**src/rtl/ram_sync_clr.sv**
```systemverilog
// ram_sync_clr: synchronous single-port RAM with registered read,
// read-valid strobe and a built-in sequencer that zeroes every word.
//
// Ports:
//   clk      rising-edge clock
//   rst      synchronous reset, active-high; starts a clear pass
//   cs       chip select, active-low
//   rw       1 = write, 0 = read (sampled when cs = 0)
//   adrs     word address
//   data_in  write data
//   clr      one-cycle request to re-run the clear pass
//   data_out registered read data, changes only on read or reset
//   rd_valid one-cycle strobe, data_out updated this cycle
//   busy     clear pass in progress, port accesses are ignored

module ram_sync_clr #(
  parameter int DATA_W = 4,
  parameter int ADDR_W = 4
) (
  input  logic              clk,
  input  logic              rst,
  input  logic              cs,
  input  logic              rw,
  input  logic [ADDR_W-1:0] adrs,
  input  logic [DATA_W-1:0] data_in,
  input  logic              clr,
  output logic [DATA_W-1:0] data_out,
  output logic              rd_valid,
  output logic              busy
);

  localparam int DEPTH = 2 ** ADDR_W;

  typedef enum logic {
    CLEAR = 1'b0,
    READY = 1'b1
  } state_t;

  state_t state_q;
  state_t state_d;

  logic [DATA_W-1:0] mem [DEPTH];

  logic [ADDR_W-1:0] clr_ptr;
  logic              clr_we;
  logic              clr_last;
  logic              clr_req;
  logic              access;
  logic              wr_en;
  logic              rd_en;

  assign clr_we   = (state_q == CLEAR);
  assign clr_last = (clr_ptr == {ADDR_W{1'b1}});

  // A clear request in READY outranks a same-cycle access.
  assign clr_req  = (state_q == READY) && clr;
  assign access   = (state_q == READY) && !clr && !cs;
  assign wr_en    = access && rw;
  assign rd_en    = access && !rw;

  always_comb begin
    state_d = state_q;
    case (state_q)
      CLEAR: begin
        if (clr_last) begin
          state_d = READY;
        end
      end
      READY: begin
        if (clr) begin
          state_d = CLEAR;
        end
      end
      default: begin
        state_d = CLEAR;
      end
    endcase
  end

  always_ff @(posedge clk) begin
    if (rst) begin
      state_q  <= CLEAR;
      clr_ptr  <= '0;
      busy     <= 1'b1;
      rd_valid <= 1'b0;
      data_out <= '0;
    end else begin
      state_q  <= state_d;
      busy     <= (state_d == CLEAR);
      rd_valid <= rd_en;
      if (rd_en) begin
        data_out <= mem[adrs];
      end
      // Pointer wraps to zero on its own after the last word.
      if (clr_req) begin
        clr_ptr <= '0;
      end else if (clr_we) begin
        clr_ptr <= clr_ptr + 1'b1;
      end
    end
  end

  // Contents survive reset; only the clear pass zeroes them.
  always_ff @(posedge clk) begin
    if (!rst) begin
      if (clr_we) begin
        mem[clr_ptr] <= '0;
      end else if (wr_en) begin
        mem[adrs] <= data_in;
      end
    end
  end

endmodule

```
**config.mk**
```make
export PLATFORM = sky130hd
export DESIGN_NAME = ram_sync_clr
export DESIGN_NICKNAME = d
export VERILOG_FILES = /design/src/rtl/ram_sync_clr.sv
export SDC_FILE = /design/constraint.sdc
export NUM_CORES = 1
export LEC_CHECK = 0
export ABC_AREA = 1
export CAP_MARGIN = 10
export CORE_MARGIN = 2
export CORE_UTILIZATION = 59
export DETAILED_ROUTE_END_ITERATION = 6
export PLACE_DENSITY = 0.79
export SLEW_MARGIN = 20
export SYNTH_ARGS = -nofsm -noshare
export SYNTH_HDL_FRONTEND = slang
export SYNTH_SLANG_ARGS = --single-unit
```
**constraint.sdc**
```tcl
create_clock -name clk -period 2.61 [get_ports clk]
set_clock_uncertainty 0.1 [all_clocks]
set_input_delay 0.783 -clock clk [delete_from_list [all_inputs] [get_ports clk]]
set_output_delay 0.783 -clock clk [all_outputs]
set_load 0.005 [all_outputs]
```
Word-level counts from Yosys, hierarchy flattened
Memory sizes are Yosys's and may differ from the RTL's. A register that Yosys moved wholly into a read port is not among the register bits.
Index checks and enable logic that the tools add are counted.
{ "classes": {"add_sub_neg": 1, "eq_ne": 1, "n_mux": 13, "bitwise_logic": 2, "n_reduce_logical": 10} }
{ "op_table": {"columns": ["cell", "count"], "rows": [
  ["1-bit two-way mux", 10],
  ["4-bit two-way mux", 2],
  ["1-bit logical AND", 5],
  ["4-bit by 1-bit adder with 4-bit output (second input constant)", 1],
  ["4-bit equality test (second input constant)", 1],
  ["4-bit OR reduction", 1],
  ["1-bit logical NOT", 3],
  ["1-bit inverter", 2],
  ["1-bit one-hot mux with 2 select lines", 1],
  ["2-bit OR reduction", 1]
]} }
{ "totals": {"register_bits": 7, "ramBits": 64, "output_inout_bits": 6, "wordCells": 32, "n_memories": 1} }
{ "memory_table": {"columns": ["memory", "words", "width", "rd", "rd_clocked_by_memory_dff", "wr", "line_no", "source"], "rows": [
  ["mem", 16, 4, 1, 1, 1, "42", "logic [DATA_W-1:0] mem [DEPTH];"]
]} }

Longest topological paths before layout
{ "depth": {"word_depth": 10, "mapped_depth": 11, "ltp_nobuf": 9} }

Least setup slack after synthesis
No wires, ideal clock.
{ "synth_path": {"path_type": "input -> register", "startpoint": "input port adrs[1]", "endpoint": "memory mem[3][0], enable pin", "setup_time_ns": 0.361, "arrival_time_ns": 1.979, "required_ns": 2.149, "path_slack_ns": 0.170, "path_stages": 6, "path_buffers": 2, "cell_sequence": "buf_2 > clkinv_1 > clkbuf_1 > o21ai_2 > nand2_1 > nor3_1"} }
{ "synth_between": {"elab_chain_cells": 1} }
{ "synth_rtl": {"columns": ["item", "line_no", "source"], "rows": [
  ["from (decl)", "24", "input logic [ADDR_W-1:0] adrs,"],
  ["4-bit two-way mux (no line)", null, null],
  ["to (decl)", "42", null]
]} }
Every way passes these cells.

Worst setup path in the final report
{ "layout_path": {"startpoint": "input port clr", "endpoint": "memory mem[2][0], enable pin"} }
{ "layout_between": {"elab_chain_cells": 10, "elab_cells_between_ends": 11, "classes_between": "6 x mux; 5 x reduce/logical"} }
{ "layout_rtl": {"columns": ["item", "line_no", "source"], "rows": [
  ["from (decl)", "26", "input logic clr,"],
  ["1-bit logical NOT (*)", "57", "assign access = (state_q == READY) && !clr && !cs;"],
  ["1-bit logical AND (*) (2 in series)", "57", null],
  ["1-bit logical AND (*)", "58", "assign wr_en = access && rw;"],
  ["1-bit two-way mux (*)", "108", "end else if (wr_en) begin"],
  ["1-bit two-way mux (*)", "106", "if (clr_we) begin"],
  ["1-bit two-way mux (*)", "105", "if (!rst) begin"],
  ["1-bit two-way mux (not written as such) (*)", "109", "mem[adrs] <= data_in;"],
  ["4-bit OR reduction (no line)", null, null],
  ["4-bit two-way mux (no line) / 1-bit two-way mux (equally long branches)", null, null]
]} }
Every way passes the cells marked *; elsewhere a longest branch is shown, timed or not.

==> run summary <==
Max-slew violations = 0
Net Count, Synth = 373
I/O pin count = 19
Initial antenna violation count = 0
Drt first-iter violations = 303
CTS Buf Count = 9
Share of layout cells above drive strength 1 = 14.0%
Synth area leader = edfxtp_1
Peak Freq = 401 MHz
Die span in y = 79.4 µm
Yosys top cell area share = 57.2%
Antenna diode count = 0
Core ar. = 0.00551 mm²
Clock root buffer = clkbuf_8
Setup violators final = 0
RSZ-0062 raised after global routing = no
Die width = 79.4 µm
First-pass GRT wire length = 11,500 µm
Status = finished, final reports clean
Vias in the first global route = 2,396
Async S/R FF share, synth = 0%
VDD IR-drop max = 511 µV
Largest net degree at the start of global routing = 34
Critical Path RT = 2.57 ns
Final instance area = 0.00407 mm²
Clock-pin slew on the worst setup and hold paths = 0.08 ns
Main flop type after synthesis = edfxtp_1
TNS Setup = 0 ns
CTS HTree Levels = 3
Area growth, synth to finish = 21.3%
Tcrit/Tclk final = 95.6%
Yosys synthesis warning count = 0
Total number of vias = 2,562
Sequential area share after synthesis = 63.8%
RePlAce Congestion = 0.915
Worst Max-Slew Pin Slew = 0.269 ns
Tightest Hold Check Type = reg -> reg
FP Rows = 27
CP Launch Type = input port
Initial core utilization = 61.0%
Static Leak = 1.86 nW
Total clock sinks = 75
CP cell instances = clkdlybuf4s50_1 -> nor3_4 -> nand2_4 -> buf_4 -> o21ai_2 -> nand2_1 -> nor3_1 -> buf_4
Filler instances = 387
CP delay by family, top = buffers and inverters
WP buf/inv = 3
Post-Synthesis Cells = 359
Synth cell types = 23
Drt first pass iters = 5
Final wirelength = 7150 µm
Total of max-cap violations = 0
Residual DRC = 0
CP arrival = 2.46 ns
Total GRT Usage = 24.8%
Final hold vios = 0
# hold bufs at CTS = 0
Slew HR = 82.0%
Synthesized area = 0.00336 mm²
Worst stage delay on the critical path = 0.46 ns
WL per Instance = 14.7 µm
Number of port buffers = 18
Crit. End Element = flop
Fin nets = 423
EDFF count, synth = 64
Most frequent cells in the layout = 117 x nand2_1, 64 x edfxtp_1, 54 x inv_1, 48 x nand3_1, 33 x buf_4
Most frequent CP cell = buf_4
Detailed Place HPWL = 4950 µm
Yosys reg bits = 75
GRT Residual Overflow = 0
Critical Path Slowest Stage Cell = clkdlybuf4s50_1
Min Tclk post-route = 2.49 ns
ANT nets after route = 0
CTS tree = yes
Worst-path fanout max = 9
Area contributors post-synth = edfxtp_1 57%, nand2_1 13%, nand3_1 7.2%
Via density = 5.27
Mean instance size in the synthesized netlist = 9.35 µm²
Placed cell areas = 0.00383 mm²
Power per cell area = 624 mW/mm²
Clock latency at the later pin of the worst-skew pair = 0.34 ns
Clk buf depth = 2
Kind of critical path = in -> reg
Die area = 0.00631 mm²
Commonest non-fill, non-tap cell in the layout = nand2_1
-- per-stage QoR --
step           setup WS (ns)  std cells  util, %  hold slack, ns  total power [mW]
2_1_floorplan          0.170        359        -           0.364              1.44
3_3_place_gp          -0.212        470     69.6           0.394              1.51
3_5_place_dp          -0.263        470     69.6           0.403              1.51
4_1_cts                0.122        486     73.9           0.434              2.54
5_1_grt               0.0127        486     73.9           0.452              2.61
6_report               0.115        486     73.9           0.435              2.54
-- flip-flops by register name, indices dropped and copies added (netlist names) --
register	cells
rd_valid	1
busy	1
data_out	4
clr_ptr	4
mem	64
state_q	1
-- timing repair --
item / 4_1_cts / 5_1_grt
gates resized for setup: 0 / 1
buffers inserted: 0 / 0
setup endpoints to repair: 0 / 24
-- routing by layer --
metal  global-route usage (%)  routed length, µm  up-vias
met5                        0                  0        -
met2                     39.3               3460       88
met1                     33.9               3030     1199
met3                     3.51                466       21
met4                     11.9                190        0
li1                         -                  -     1254
-- power breakdown --
part / internal (mW) / switching (mW)
Sequential: 1.30 / 0.00870
Combinational: 0.0709 / 0.106
Clock: 0.633 / 0.421
Total: 2.01 / 0.535
-- layout make-up --
type,count,area [µm²],area share (%)
tap,72,90.1,2.21
sequential,75,2140,52.6
multi-input combinational,214,937,23.0
clock inverter,7,116,2.86
clock buffer,9,124,3.04
timing repair buffer,52,448,11.0
inverter,57,214,5.26
-- worst min-delay path: cells and delay by family (launching register included) --
| family | cells | cell delay (ns) |
|---|---|---|
| compound gates | 1 | 0.06 |
| flops | 1 | 0.35 |
| simple gates | 1 | 0.08 |
-- cells in the mapped netlist, types with 2 or more instances --
library cell	count
nand2_1	117
edfxtp_1	64
inv_1	54
nand3_1	48
nor2_1	26
dfxtp_1	11
buf_2	6
a21oi_1	5
clkbuf_1	5
nor3_1	4
o21ai_2	4
o21ai_0	3
inv_2	2
-- worst paths after layout --
check               end  depth (start not counted)  slack [ns]  startpoint
max           mem[2][0]                          8        0.12         clr
min          clr_ptr[1]                          2        0.43  clr_ptr[1]
max reg2reg   mem[2][0]                          8        0.51     state_q
min reg2reg  clr_ptr[1]                          2        0.43  clr_ptr[1]
-- logic make-up (layout without fill, tap and decap cells) --
group	after synthesis	count (layout)	share of synthesized area [%]
flops	75	75	63.8
compound gates	14	14	2.57
simple gates	199	199	25.0
fa+ha+maj	1	1	0.373
buf+inv	70	125	8.27
(Power assumes the default switching activity.)
